==> src/rtl/alu_issue_pkg.sv <==
// alu_issue_pkg: shared constants for the ALU issue unit.
// Holds the ALU function codes, the RV32I opcodes the decoder recognises,
// and the issue FSM state type.
package alu_issue_pkg;

    localparam int XLEN = 32;

    localparam logic [3:0] FUN_ADD    = 4'b0000;
    localparam logic [3:0] FUN_SUB    = 4'b1000;
    localparam logic [3:0] FUN_OR     = 4'b0110;
    localparam logic [3:0] FUN_AND    = 4'b0111;
    localparam logic [3:0] FUN_XOR    = 4'b0100;
    localparam logic [3:0] FUN_SRL    = 4'b0101;
    localparam logic [3:0] FUN_SLL    = 4'b0001;
    localparam logic [3:0] FUN_SRA    = 4'b1101;
    localparam logic [3:0] FUN_SLT    = 4'b0010;
    localparam logic [3:0] FUN_SLTU   = 4'b0011;
    localparam logic [3:0] FUN_PASS_A = 4'b1001;

    localparam logic [6:0] OPC_OP     = 7'b0110011;
    localparam logic [6:0] OPC_OP_IMM = 7'b0010011;
    localparam logic [6:0] OPC_LUI    = 7'b0110111;
    localparam logic [6:0] OPC_AUIPC  = 7'b0010111;

    typedef enum logic [1:0] {
        IDLE = 2'd0,
        EXEC = 2'd1,
        DONE = 2'd2
    } state_t;

endpackage

==> src/rtl/alu_issue_if.sv <==
// alu_issue_if: bundles the issue handshake, the ALU operand/result wires
// and the writeback handshake. The unit uses the slave view; whatever sits
// around it (register read, ALU, writeback) uses the master view.
interface alu_issue_if;
    import alu_issue_pkg::*;

    logic            in_valid;
    logic            in_ready;
    logic [XLEN-1:0] ir;
    logic [XLEN-1:0] pc;
    logic [XLEN-1:0] rs1;
    logic [XLEN-1:0] rs2;
    logic [XLEN-1:0] alu_a;
    logic [XLEN-1:0] alu_b;
    logic [3:0]      alu_fun;
    logic [XLEN-1:0] alu_out;
    logic            out_valid;
    logic            out_ready;
    logic [XLEN-1:0] result;
    logic [4:0]      rd;
    logic            illegal;

    modport slave (
        input  in_valid, ir, pc, rs1, rs2, alu_out, out_ready,
        output in_ready, alu_a, alu_b, alu_fun, out_valid, result, rd, illegal
    );

    modport master (
        output in_valid, ir, pc, rs1, rs2, alu_out, out_ready,
        input  in_ready, alu_a, alu_b, alu_fun, out_valid, result, rd, illegal
    );

endinterface

==> src/rtl/alu_issue_decode.sv <==
// alu_issue_decode: purely combinational RV32I integer decode.
// Turns an instruction plus its operands into ALU operand A, operand B and
// the 4-bit function code, and flags anything it cannot issue.
module alu_issue_decode
    import alu_issue_pkg::*;
(
    input  logic [XLEN-1:0] ir,
    input  logic [XLEN-1:0] pc,
    input  logic [XLEN-1:0] rs1,
    input  logic [XLEN-1:0] rs2,
    output logic [XLEN-1:0] a,
    output logic [XLEN-1:0] b,
    output logic [3:0]      fun,
    output logic            illegal
);

    // The rs1 index field is resolved upstream; only its value arrives here.
    logic unused_rs1_idx;
    assign unused_rs1_idx = ^ir[19:15];

    // Opcode decode; unrecognised encodings fall through to zero operands and ADD.
    always_comb begin
        a       = '0;
        b       = '0;
        fun     = FUN_ADD;
        illegal = 1'b0;
        case (ir[6:0])
            OPC_OP: begin
                if (ir[31:25] == 7'b0000000 || ir[31:25] == 7'b0100000) begin
                    a   = rs1;
                    b   = rs2;
                    fun = {ir[30], ir[14:12]};
                end else begin
                    illegal = 1'b1;
                end
            end
            OPC_OP_IMM: begin
                a   = rs1;
                b   = {{20{ir[31]}}, ir[31:20]};
                fun = {(ir[14:12] == 3'b101) ? ir[30] : 1'b0, ir[14:12]};
            end
            OPC_LUI: begin
                a   = {ir[31:12], 12'b0};
                fun = FUN_PASS_A;
            end
            OPC_AUIPC: begin
                a   = pc;
                b   = {ir[31:12], 12'b0};
                fun = FUN_ADD;
            end
            default: begin
                illegal = 1'b1;
            end
        endcase
    end

endmodule

==> src/rtl/alu_issue_unit.sv <==
// alu_issue_unit: issue-side driver for the combinational 32-bit ALU.
// Accepts one instruction, drives registered A/B/FUN for one EXEC cycle,
// captures the ALU result and offers it to writeback with its rd.
// Optional macro ALU_ISSUE_TRAP_EN: when defined, undecodable instructions
// travel through the pipeline and surface with ILLEGAL=1 and RESULT=0;
// when undefined they are accepted and silently dropped, ILLEGAL tied 0.
module alu_issue_unit
    import alu_issue_pkg::*;
(
    input  logic       clk,
    input  logic       rst_n,
    alu_issue_if.slave bus
);

    logic [XLEN-1:0] dec_a;
    logic [XLEN-1:0] dec_b;
    logic [3:0]      dec_fun;
    logic            dec_illegal;

    state_t          state_q, state_d;
    logic [XLEN-1:0] alu_a_q, alu_a_d;
    logic [XLEN-1:0] alu_b_q, alu_b_d;
    logic [3:0]      alu_fun_q, alu_fun_d;
    logic [4:0]      rd_q, rd_d;
    logic [XLEN-1:0] result_q, result_d;
    logic            in_ready;
    logic            issue_ok;

    alu_issue_decode u_decode (
        .ir      (bus.ir),
        .pc      (bus.pc),
        .rs1     (bus.rs1),
        .rs2     (bus.rs2),
        .a       (dec_a),
        .b       (dec_b),
        .fun     (dec_fun),
        .illegal (dec_illegal)
    );

    // Ready is masked by reset so upstream never sees a handshake during reset.
    assign in_ready      = rst_n && (state_q == IDLE);
    assign bus.in_ready  = in_ready;
    assign bus.out_valid = (state_q == DONE);
    assign bus.alu_a     = alu_a_q;
    assign bus.alu_b     = alu_b_q;
    assign bus.alu_fun   = alu_fun_q;
    assign bus.rd        = rd_q;
    assign bus.result    = result_q;

`ifdef ALU_ISSUE_TRAP_EN
    logic illegal_q, illegal_d;
    assign issue_ok    = 1'b1;
    assign bus.illegal = illegal_q;
`else
    assign issue_ok    = ~dec_illegal;
    assign bus.illegal = 1'b0;
`endif

    // Next-state and register-load logic; everything holds unless a transition loads it.
    always_comb begin
        state_d   = state_q;
        alu_a_d   = alu_a_q;
        alu_b_d   = alu_b_q;
        alu_fun_d = alu_fun_q;
        rd_d      = rd_q;
        result_d  = result_q;
`ifdef ALU_ISSUE_TRAP_EN
        illegal_d = illegal_q;
`endif
        case (state_q)
            IDLE: begin
                if (bus.in_valid && in_ready && issue_ok) begin
                    alu_a_d   = dec_a;
                    alu_b_d   = dec_b;
                    alu_fun_d = dec_fun;
                    rd_d      = bus.ir[11:7];
`ifdef ALU_ISSUE_TRAP_EN
                    illegal_d = dec_illegal;
`endif
                    state_d   = EXEC;
                end
            end
            EXEC: begin
`ifdef ALU_ISSUE_TRAP_EN
                result_d = illegal_q ? '0 : bus.alu_out;
`else
                result_d = bus.alu_out;
`endif
                state_d  = DONE;
            end
            DONE: begin
                if (bus.out_ready) begin
                    state_d = IDLE;
                end
            end
            default: begin
                state_d = IDLE;
            end
        endcase
    end

    // State and datapath registers, cleared asynchronously so a reset discards any in-flight work.
    always_ff @(posedge clk or negedge rst_n) begin
        if (!rst_n) begin
            state_q   <= IDLE;
            alu_a_q   <= '0;
            alu_b_q   <= '0;
            alu_fun_q <= FUN_ADD;
            rd_q      <= '0;
            result_q  <= '0;
        end else begin
            state_q   <= state_d;
            alu_a_q   <= alu_a_d;
            alu_b_q   <= alu_b_d;
            alu_fun_q <= alu_fun_d;
            rd_q      <= rd_d;
            result_q  <= result_d;
        end
    end

`ifdef ALU_ISSUE_TRAP_EN
    // Illegal flag travels with the instruction it belongs to.
    always_ff @(posedge clk or negedge rst_n) begin
        if (!rst_n) begin
            illegal_q <= 1'b0;
        end else begin
            illegal_q <= illegal_d;
        end
    end
`endif

endmodule

==> src/flat_wrapper.sv <==
// flat-port wrapper written by rule: the top's interface ports become plain ports
module alu_issue_unit_flat import alu_issue_pkg::*;
  (clk, rst_n, bus_in_valid, bus_ir, bus_pc, bus_rs1, bus_rs2, bus_alu_out, bus_out_ready, bus_in_ready, bus_alu_a, bus_alu_b, bus_alu_fun, bus_out_valid, bus_result, bus_rd, bus_illegal);
  alu_issue_if bus_i ();
  input  logic clk;
  input  logic rst_n;
  input wire logic [$bits(bus_i.in_valid)-1:0] bus_in_valid;
  input wire logic [$bits(bus_i.ir)-1:0] bus_ir;
  input wire logic [$bits(bus_i.pc)-1:0] bus_pc;
  input wire logic [$bits(bus_i.rs1)-1:0] bus_rs1;
  input wire logic [$bits(bus_i.rs2)-1:0] bus_rs2;
  input wire logic [$bits(bus_i.alu_out)-1:0] bus_alu_out;
  input wire logic [$bits(bus_i.out_ready)-1:0] bus_out_ready;
  output wire logic [$bits(bus_i.in_ready)-1:0] bus_in_ready;
  output wire logic [$bits(bus_i.alu_a)-1:0] bus_alu_a;
  output wire logic [$bits(bus_i.alu_b)-1:0] bus_alu_b;
  output wire logic [$bits(bus_i.alu_fun)-1:0] bus_alu_fun;
  output wire logic [$bits(bus_i.out_valid)-1:0] bus_out_valid;
  output wire logic [$bits(bus_i.result)-1:0] bus_result;
  output wire logic [$bits(bus_i.rd)-1:0] bus_rd;
  output wire logic [$bits(bus_i.illegal)-1:0] bus_illegal;
  assign bus_i.in_valid = bus_in_valid;
  assign bus_i.ir = bus_ir;
  assign bus_i.pc = bus_pc;
  assign bus_i.rs1 = bus_rs1;
  assign bus_i.rs2 = bus_rs2;
  assign bus_i.alu_out = bus_alu_out;
  assign bus_i.out_ready = bus_out_ready;
  assign bus_in_ready = bus_i.in_ready;
  assign bus_alu_a = bus_i.alu_a;
  assign bus_alu_b = bus_i.alu_b;
  assign bus_alu_fun = bus_i.alu_fun;
  assign bus_out_valid = bus_i.out_valid;
  assign bus_result = bus_i.result;
  assign bus_rd = bus_i.rd;
  assign bus_illegal = bus_i.illegal;
  alu_issue_unit u_core (.clk(clk), .rst_n(rst_n), .bus(bus_i));
endmodule
==> config.mk <==
export PLATFORM = sky130hd
export DESIGN_NAME = alu_issue_unit_flat
export DESIGN_NICKNAME = d
export VERILOG_FILES = /design/src/rtl/alu_issue_pkg.sv /design/src/rtl/alu_issue_if.sv /design/src/rtl/alu_issue_decode.sv /design/src/rtl/alu_issue_unit.sv /design/src/flat_wrapper.sv
export SDC_FILE = /design/constraint.sdc
export NUM_CORES = 1
export LEC_CHECK = 0
export ABC_AREA = 1
export ABC_CLOCK_PERIOD_IN_PS = 2300
export BUFFER_PORTS_ARGS = -buffer_cell sky130_fd_sc_hd__clkbuf_2
export CORE_MARGIN = 2
export CORE_UTILIZATION = 35
export DETAILED_ROUTE_END_ITERATION = 10
export PLACE_DENSITY = 0.7
export SLEW_MARGIN = 20
export SYNTH_ARGS = -nofsm -noshare
export SYNTH_HDL_FRONTEND = slang
export SYNTH_SLANG_ARGS = --single-unit
==> constraint.sdc <==
create_clock -name clk -period 2.3 [get_ports clk]
set_input_delay 0.46 -clock clk [delete_from_list [all_inputs] [get_ports clk]]
set_output_delay 0.46 -clock clk [all_outputs]
set_load 0.02 [all_outputs]
==> metrics.md, run 1 <==
| Metric | Value |
|---|---|
| Status | `finished clean` |
| Crit path time final | `about 1.8 ns` |
| CTS buffer count | `9` |
| Synth warn | `0` |
| Filler Cell Count | `1640` |
| Root buffer cell | `clkbuf_16` |
| GRT met2 Usage | `0.353` |
| Final TNS setup | `0 ns` |
| # diodes | `0` |
| Worst vdd ir | `about 380 µV` |
| First-pass GRT wire length | `27500 µm` |
| Placer Congestion | `roughly 0.9` |
| Worst-path clk slew | `around 0.080 ns` |
| GRT overflow | `0` |
| Core area | `about 16000 µm²` |
| Overall Power | `around 4.3 mW` |
| Setup Skew | `about 0.0083 ns` |
| Met1 Use GR | `0.277` |
| Nets | `1157` |
| Area leader, netlist | `dfrtp_1` |
| Antenna-violating nets left | `0` |
| Vias/cell | `4.71` |
| Cell Count, Final, Fillers Out | `1214` |
| Vias | `5717` |
| First-pass DRT Iterations | `5` |
| Worst-Margin Slew | `approximately 0.77 ns` |
| Number of buffers added on ports | `between 200 and 300` |
| First-iteration detailed-routing DRC count | `405` |
| Placed Cells | `between 1k and 1.5k` |
| Pre-CTS setup slack | `between 0.15 and 0.2 ns` |
| Worst hold path class | `in2async` |
| Register Area | `2680 µm²` |
| Initial Util | `0.357` |
| I/O pins | `approximately 270` |
| Seq/Total Area, Yosys | `0.476` |
| CP max FO | `11` |
| Area of the multi-input gates | `around 2500 µm²` |
| Flip-flop and latch count after synthesis | `107` |
| Vias in the first global route | `5210` |
| Mean Syn Cell Area | `between 7 and 8 µm²` |
| Slew margin rel. | `0.484` |
| Die ar. | `approximately 17000 µm²` |
| RSZ-0062 raised after global routing | `no` |
| Share of the synthesized area in the top cell type | `0.476` |
| Cell Pwr Density | `between 500 and 600 nW/µm²` |
| Post-Synthesis Net Count | `approximately 900` |
| Final setup violation count | `0` |
| Top Usage Layer GRT | `met2` |
| CP Launch Type | `register` |
| Arr. time, crit path | `2.09 ns` |
| Leakage | `approximately 4.3 nW` |
| Highest clock rate | `about 0.56 GHz` |
| Setup CP Type | `reg2reg` |
| Crit path required time | `around 2.6 ns` |
| Final Slew Violations | `0` |
| CTS tree | `built` |
| Gate count of the mapped netlist | `around 740` |
| Slack of the critical path | `0.509 ns` |
| Initial antenna violation count | `1` |
| Post-DR wirelength/cell | `15.4 µm` |
| DRC | `0` |
| Total track usage | `0.213` |
| H-tree levels | `3` |
| Final hold viol count | `0` |
| Max clock buf depth | `2` |
| Row cnt | `46` |
| Chip height | `~130 µm` |
| Synthesized cell area | `~5600 µm²` |
| Dpl hpwl | `14100 µm` |
| Final worst path period share | `0.779` |
| Largest net degree at the start of global routing | `108` |
| Clock Sinks | `roughly 110` |
| Worst Setup End Kind | `register` |
| Synth unique cells | `22` |
| Area Overhead vs Synth | `33.1%` |
| Area contributors post-synth | `dfrtp_1 48%, nand2_1 21%, nand3_1 6.9%, mux2_2 6.4%, nor2_1 3.5%` |
| Setup bufs post-CTS | `0` |
| CTS resizes | `0` |
| Quantity of hold-fixing buffers added after cts | `0` |
| Die W | `131 µm` |
| Clock Latency Late Sink | `about 0.36 ns` |
| Routed wire length | `18600 µm` |
| Met3 Usage GRT | `0.0509` |
| Share of cells above drive strength 1 | `0.351` |
| Max-cap violations | `0` |
per-layer routing:
metal | up-vias | wire length (µm)
met1 | 2571 | 7840
met4 | 2 | 283
met3 | 21 | 1580
met5 | - | 12
li1 | 2846 | -
met2 | 277 | 8940
layout by cell type (no fill, tap or decap), drive strengths merged, types with 8 or more instances in the layout:
| master | n |
|---|---|
| a21oi | 8 |
| buf | 20 |
| clkbuf | 278 |
| dfrtp | 107 |
| inv | 48 |
| mux2 | 32 |
| nand2 | 314 |
| nand3 | 80 |
| nand4 | 19 |
| nor2 | 60 |
| o21ai | 29 |
layout make-up:
type,count,share of cell area
clock buffers,9,0.0301
clock inverters,7,0.00986
multi-input cells,544,0.339
flip-flops and latches,107,0.358
repair buffers,289,0.207
well taps,216,0.0361
inverters,42,0.0211
registers in the layout, summed over array words and instances (netlist names):
signal,flops
u_core.bus.alu_fun,4
u_core.bus.result,32
u_core.bus.rd,5
u_core.state_q,2
u_core.bus.alu_b,32
u_core.bus.alu_a,32
cell families (layout without fill, tap and decap cells):
group | count (synthesis) | in the layout | share of synthesized area
buffers and inverters | 88 | 347 | 0.0740
AOI/OAI and AO/OA | 37 | 37 | 0.0329
muxes | 32 | 32 | 0.0640
other | 1 | 1 | 0.000666
and+or+nand+nor | 474 | 474 | 0.352
DFF | 107 | 107 | 0.476
power by group:
group	switching, mW	total, mW	internal, mW
logic	0.411	0.694	0.283
registers	0.0565	2.05	2.00
clock network	0.799	1.58	0.780
total	1.27	4.33	3.06
per-stage QoR:
step,area (µm²),util,hold WS [ns]
after floorplan,5630,-,0.164
after global placement,7190,0.456,0.462
after detailed placement,7190,0.456,0.464
after CTS,7490,0.475,0.242
after global routing,7490,0.475,0.268
final,7490,0.475,0.215
path summary, 6_finish.rpt:
kind | to | from | slack, ns | cells after the start
min in group clk | u_core.state_q[1]$_DFFE_PN0P_ | bus_out_ready | 0.29 | 2
worst max-delay path | u_core.bus.rd[4]$_DFFE_PN0P_ | u_core.state_q[1]$_DFFE_PN0P_ | 0.51 | 9
worst min register to register | u_core.bus.alu_a[5]$_DFFE_PN0P_ | u_core.bus.alu_a[5]$_DFFE_PN0P_ | 0.48 | 2
max in group asynchronous | u_core.bus.alu_a[8]$_DFFE_PN0P_ | rst_n | 1.65 | 2
worst min-delay path | u_core.bus.alu_b[11]$_DFFE_PN0P_ | rst_n | 0.21 | 2
worst max register to register | u_core.bus.rd[4]$_DFFE_PN0P_ | u_core.state_q[1]$_DFFE_PN0P_ | 0.51 | 9
critical path, stage by stage, from the launching register on:
cell and delay [ns]:
dfrtp_1 0.36, inv_1 0.08, nand3_1 0.08, inv_1 0.07, nand2_1 0.18, a21oi_1 0.21
nand2_1 0.19, inv_1 0.32, nand2_1 0.15, nand2_1 0.08
cell usage after synthesis (all sizes together):
| cell type | count |
|---|---|
| a21oi | 8 |
| buf | 36 |
| clkbuf | 10 |
| conb | 1 |
| dfrtp | 107 |
| inv | 42 |
| mux2 | 32 |
| nand2 | 314 |
| nand3 | 80 |
| nand3b | 1 |
| nand4 | 19 |
| nor2 | 60 |
| o21ai | 29 |
No activity file was read; power rests on OpenSTA's default activity.
==> run 2, diff against run 1 <==
Settings changed: ABC_CLOCK_PERIOD_IN_PS 2300 to 1600, PLACE_DENSITY 0.7 to 0.73.
Clock period 2.3 ns to 1.6 ns, I/O delays scaled along.
==> run 2 against run 1 <==
  * Non-clock buffer count increased by 36
  * Sequential share of layout area decreased by 1.5 points
  * Flip-flop and latch count unchanged
  * Hold slack got worse by 0.14 ns
  * Critical path depth decreased by 6
  * Die area unchanged
  * Via count increased by 2.3%
  * Utilization increased by 2.0 points
  * Clock skew decreased by 0.0026 ns
  * Worst setup slack got worse by 0.45 ns
  * First-iteration DRC count decreased by 1.7%
  * Routed wire length increased by 1.1%
  * Critical path type is now reg2out
  * Critical endpoint is now bus_out_valid
==> metrics.md, run 2 (synthesis results as in run 1) <==
| Metric | Value |
|---|---|
| Cell Count, Final, Fillers Out | `approximately 1.3k` |
| Kind of cell adding the most delay to the critical path | `flip-flops` |
| Dpl hpwl | `15000 µm` |
| Die W | `131 µm` |
| Setup crit start | `u_core.state_q[0]$_DFFE_PN0P_` |
| Row cnt | `46` |
| Clock Sinks | `between 100 and 150` |
| CTS tree | `built` |
| Reg2Reg Capture Point | `u_core.bus.alu_b[1]$_DFFE_PN0P_` |
| Number of buffers added on ports | `270` |
| Core area | `about 16000 µm²` |
| Setup Skew | `~0.0057 ns` |
| Final hold viol count | `0` |
| Filler Cell Count | `1598` |
| Antenna-violating nets left | `0` |
| Final worst path period share | `0.966` |
| Met3 Usage GRT | `0.0599` |
| Worst hold path class | `in2async` |
| WHS | `between 0.07 and 0.08 ns` |
| Reg2reg setup slack | `roughly 0.13 ns` |
| Crit path time final | `around 1.5 ns` |
| H-tree levels | `3` |
| Setup CP Type | `reg2out` |
| Overall Power | `6.19 mW` |
| DRC | `0` |
| CP max FO | `2` |
| Max-cap violations | `0` |
| Dpl cell area | `around 7500 µm²` |
| First-iteration detailed-routing DRC count | `398` |
| Arr. time, crit path | `roughly 1.2 ns` |
| Die ar. | `roughly 17000 µm²` |
| Max incr delay on CP | `approximately 0.39 ns` |
| Clock Latency Late Sink | `roughly 0.35 ns` |
| Largest net degree at the start of global routing | `49` |
| Chip height | `131 µm` |
| Worst reg2reg path startpoint | `u_core.state_q[1]$_DFFE_PN0P_` |
| Critical Path, Cell by Cell | `buf_4, nor2_2, clkbuf_2` |
| Initial antenna violation count | `1` |
| I/O pins | `around 270` |
| Routed wire length | `between 15000 and 20000 µm` |
| Post-route cell area | `a little under 8000 µm²` |
| Setup bufs post-CTS | `0` |
| Initial Util | `0.357` |
| Quantity of hold-fixing buffers added after cts | `0` |
| CTS buffer count | `9` |
| First-pass DRT Iterations | `5` |
| Worst vdd ir | `490 µV` |
| First-pass GRT wire length | `between 20000 and 30000 µm` |
| Vias in the first global route | `roughly 5.3k` |
| Placed Cells | `approximately 1.2k` |
| Pre-CTS setup slack | `-0.00745 ns` |
| Slew margin rel. | `0.582` |
| Nets | `1193` |
| Setup crit end | `bus_out_valid` |
| RSZ-0062 raised after global routing | `no` |
| Leading cell types in the layout, fill and taps excluded | `311 x nand2_1, 268 x clkbuf_2, 107 x dfrtp_1, 78 x nand3_1, 52 x nor2_1` |
| Post-DR wirelength/cell | `15.1 µm` |
| Final Slew Violations | `0` |
| Slack of the critical path | `roughly 0.054 ns` |
| Crit path required time | `1.28 ns` |
| GRT overflow | `0` |
| Vias/cell | `roughly 4.7` |
| Total track usage | `0.220` |
| Area Overhead vs Synth | `38.8%` |
| Path depth of the worst reg2reg path | `9` |
| Placer Congestion | `just under 0.9` |
| Worst-path clk slew | `~0.07 ns` |
| Number of buffers and inverters on the critical path | `2` |
| Met1 Use GR | `0.273` |
| Most common cell after layout, fill and taps aside | `nand2_1` |
| Top Usage Layer GRT | `met2` |
| CP Launch Type | `register` |
| Instance count on the critical path | `3` |
| Max clock buf depth | `2` |
| Highest clock rate | `0.647 GHz` |
| Slowest cell on crit path | `dfrtp_1` |
| Share of cells above drive strength 1 | `0.376` |
| Vias | `5847` |
| Worst Setup End Kind | `output pin` |
| Leakage | `approximately 4.5 nW` |
| Worst-Margin Slew | `roughly 0.63 ns` |
| Cell Pwr Density | `a little under 800 nW/µm²` |
| GRT met2 Usage | `0.371` |
| Status | `finished clean` |
| Root buffer cell | `clkbuf_16` |
| Final setup violation count | `0` |
-- run 2: repair_timing --
action,in CTS,in global routing
pin swaps,0,0
setup endpoints to repair,1,23
gates resized for setup,1,4
-- run 2: per-layer routing --
| layer | up-vias | routed length [µm] |
|---|---|---|
| li1 | 2921 | - |
| met2 | 239 | 8940 |
| met4 | 0 | 373 |
| met1 | 2666 | 7750 |
| met3 | 21 | 1790 |
| met5 | - | 0 |
-- run 2: report_power, final --
| group | switching [mW] | total, mW | leakage (nW) | internal (mW) |
|---|---|---|---|---|
| sequential | 0.0826 | 2.95 | 1.42 | 2.87 |
| combinational | 0.596 | 1.03 | 2.90 | 0.438 |
| clock | 1.09 | 2.21 | 0.137 | 1.12 |
-- run 2: final cells by class --
cell class / count / area (µm²) / share of cell area
clock inverter: 6 / 48.8 / 0.00625
clock buffer: 10 / 239 / 0.0306
timing repair buffer: 325 / 1870 / 0.239
inverter: 42 / 158 / 0.0202
tap: 216 / 270 / 0.0346
sequential: 107 / 2680 / 0.343
antenna: 1 / 2.50 / 0.000320
multi-input combinational: 544 / 2550 / 0.326
-- run 2: how the worst min path moves through the flow --
stage | start | slack, ns | endpoint
6_report | rst_n | 0.08 | u_core.bus.alu_b[2]$_DFFE_PN0P_
2_1_floorplan | rst_n | 0.02 | u_core.bus.alu_a[0]$_DFFE_PN0P_
3_3_place_gp | u_core.bus.rd[1]$_DFFE_PN0P_ | 0.46 | u_core.bus.rd[1]$_DFFE_PN0P_
4_1_cts | rst_n | 0.11 | u_core.bus.alu_b[2]$_DFFE_PN0P_
3_5_place_dp | u_core.bus.alu_a[2]$_DFFE_PN0P_ | 0.47 | u_core.bus.alu_a[2]$_DFFE_PN0P_
5_1_grt | rst_n | 0.14 | u_core.bus.alu_b[2]$_DFFE_PN0P_
-- run 2: metrics by stage --
stage,util,TNS (ns)
3_5_place_dp,0.476,-0.0154
4_1_cts,0.495,0
2_1_floorplan,-,0
3_3_place_gp,0.476,-0.0783
6_report,0.495,0
5_1_grt,0.495,0
-- run 2: worst register-to-register path, cell delays in order (launching register included) --
cell     delay [ns]
dfrtp_1        0.37
inv_1          0.10
nand3_1        0.08
inv_1          0.07
nand2_1        0.12
a21oi_2        0.18
nand2_2        0.10
buf_4          0.20
nand2_1        0.07
o21ai_0        0.07
==> run 3, diff against run 2 <==
Settings changed: PLACE_DENSITY 0.73 to 0.66.
==> run 3 against run 2 <==
  * Utilization shrank 0.29 points
  * Via count is essentially flat
  * Combinational power is essentially flat
  * Global-route usage shrank 0.45 points
  * Flip-flop and latch count is the same
  * Hold slack lost 0.0048 ns
  * Routed wire length shrank 1.7%
  * Register-to-register slack lost 0.04 ns
  * Critical path depth grew 2
  * Clock power grew 10%
  * Sequential share of layout area grew 0.20 points
  * Die area is the same
  * Largest cell class unchanged
==> metrics.md, run 3 (synthesis results as in run 1) <==
| Metric | Value |
|---|---|
| Setup bufs post-CTS | `0` |
| Worst-path clk slew | `about 0.070 ns` |
| CTS buffer count | `9` |
| Routed wire length | `18500 µm` |
| Most common cell after layout, fill and taps aside | `nand2_1` |
| Worst-Margin Slew | `around 0.59 ns` |
| Largest net degree at the start of global routing | `108` |
| Status | `finished clean` |
| Initial antenna violation count | `1` |
| Top Usage Layer GRT | `met2` |
| Die W | `about 130 µm` |
| Crit path time final | `about 1.5 ns` |
| Die ar. | `~17000 µm²` |
| I/O pins | `272` |
| CP max FO | `3` |
| GRT overflow | `0` |
| Dpl hpwl | `around 14000 µm` |
| Crit path required time | `between 1 and 1.5 ns` |
| Area of the multi-input gates | `roughly 2500 µm²` |
| First-iteration detailed-routing DRC count | `about 320` |
| Max-cap violations | `0` |
| GRT met2 Usage | `0.357` |
| Core area | `~16000 µm²` |
| Met1 Use GR | `0.270` |
| Clock Sinks | `107` |
| Total track usage | `0.215` |
| Setup Skew | `roughly 0.0047 ns` |
| Final worst path period share | `0.953` |
| Leading cell types in the layout, fill and taps excluded | `311 x nand2_1, 269 x clkbuf_2, 107 x dfrtp_1, 78 x nand3_1, 53 x nor2_1` |
| Area Overhead vs Synth | `38.0%` |
| Met3 Usage GRT | `0.0603` |
| CP Launch Type | `register` |
| Filler Cell Count | `approximately 1.6k` |
| Vias | `between 5k and 6k` |
| First-pass GRT wire length | `27800 µm` |
| WHS | `around 0.07 ns` |
| Share of cells above drive strength 1 | `0.367` |
| Highest clock rate | `around 0.66 GHz` |
| Clock Latency Late Sink | `0.35 ns` |
| CTS tree | `built` |
| Final setup violation count | `0` |
| Post-DR wirelength/cell | `15.0 µm` |
| Cell Pwr Density | `about 830 nW/µm²` |
| Register Area | `~2700 µm²` |
| Placer Congestion | `0.824` |
| Slew margin rel. | `0.605` |
| Root buffer cell | `clkbuf_16` |
| Worst vdd ir | `approximately 470 µV` |
| Antenna-violating nets left | `0` |
| Post-route cell area | `~7800 µm²` |
| Vias/cell | `roughly 4.7` |
| Max clock buf depth | `2` |
| Worst hold path class | `in2async` |
| DRC | `0` |
| Setup CP Type | `reg2out` |
| Final Slew Violations | `0` |
| Dpl cell area | `about 7400 µm²` |
| Final hold viol count | `0` |
| Worst Setup End Kind | `output pin` |
| Arr. time, crit path | `1.20 ns` |
| Vias in the first global route | `5271` |
| Chip height | `between 100 and 150 µm` |
| H-tree levels | `3` |
| Row cnt | `46` |
| Nets | `1181` |
| Initial Util | `0.357` |
| Number of buffers added on ports | `270` |
| Leakage | `4.42 nW` |
| Core Util, Final | `0.492` |
| First-pass DRT Iterations | `5` |
## run 3: cell type report
type	count	share of cell area
sequential	107	0.345
multi-input combinational	544	0.328
timing repair buffer	313	0.230
tap	216	0.0348
clock buffer	10	0.0308
inverter	42	0.0203
clock inverter	5	0.0111
antenna	1	0.000322
## run 3: per-stage QoR
step / setup WS, ns / TNS (ns) / power (mW) / std cells
floorplan: 0.0616 / 0 / 3.47 / 739
global placement: -0.0602 / -0.810 / 4.03 / 1222
detailed placement: -0.0822 / -1.92 / 4.04 / 1222
CTS: 0.0394 / 0 / 6.50 / 1237
global route: -0.0199 / -0.112 / 6.71 / 1237
finish: 0.0753 / 0 / 6.42 / 1238
## run 3: final timing paths
| path | from | endpoint | slack [ns] | cells after the start |
|---|---|---|---|---|
| max reg2reg | u_core.state_q[1]$_DFFE_PN0P_ | u_core.bus.alu_b[9]$_DFFE_PN0P_ | 0.09 | 9 |
| min in group clk | bus_ir[9] | u_core.bus.rd[2]$_DFFE_PN0P_ | 0.17 | 3 |
| max in group asynchronous | rst_n | u_core.bus.alu_a[9]$_DFFE_PN0P_ | 1.08 | 2 |
| max | u_core.state_q[1]$_DFFE_PN0P_ | bus_in_ready | 0.08 | 5 |
| min reg2reg | u_core.bus.alu_a[2]$_DFFE_PN0P_ | u_core.bus.alu_a[2]$_DFFE_PN0P_ | 0.48 | 2 |
| min | rst_n | u_core.bus.alu_b[10]$_DFFE_PN0P_ | 0.07 | 2 |
## run 3: worst max-delay path, cell delays in order, from the launching register on
cell      delay, ns
dfrtp_1        0.36
inv_1          0.08
nand3_1        0.08
inv_1          0.07
buf_4          0.11
clkbuf_2       0.16
## run 3: repair_timing
item,CTS,global route
hold buffers,0,0
setup endpoints to repair,0,21
gates resized for setup,0,2
## run 3: per-layer routing
layer  vias up  share of wire
met5         -              0
met4         0          0.020
met3        26          0.082
met2       242           0.48
met1      2679           0.42
li1       2905              -
## run 3: report_power, final
part	internal, mW	switching (mW)	leakage, nW	total, mW
Combinational	0.430	0.596	2.85	1.03
Sequential	2.87	0.0821	1.42	2.95
Clock	1.42	1.02	0.153	2.44
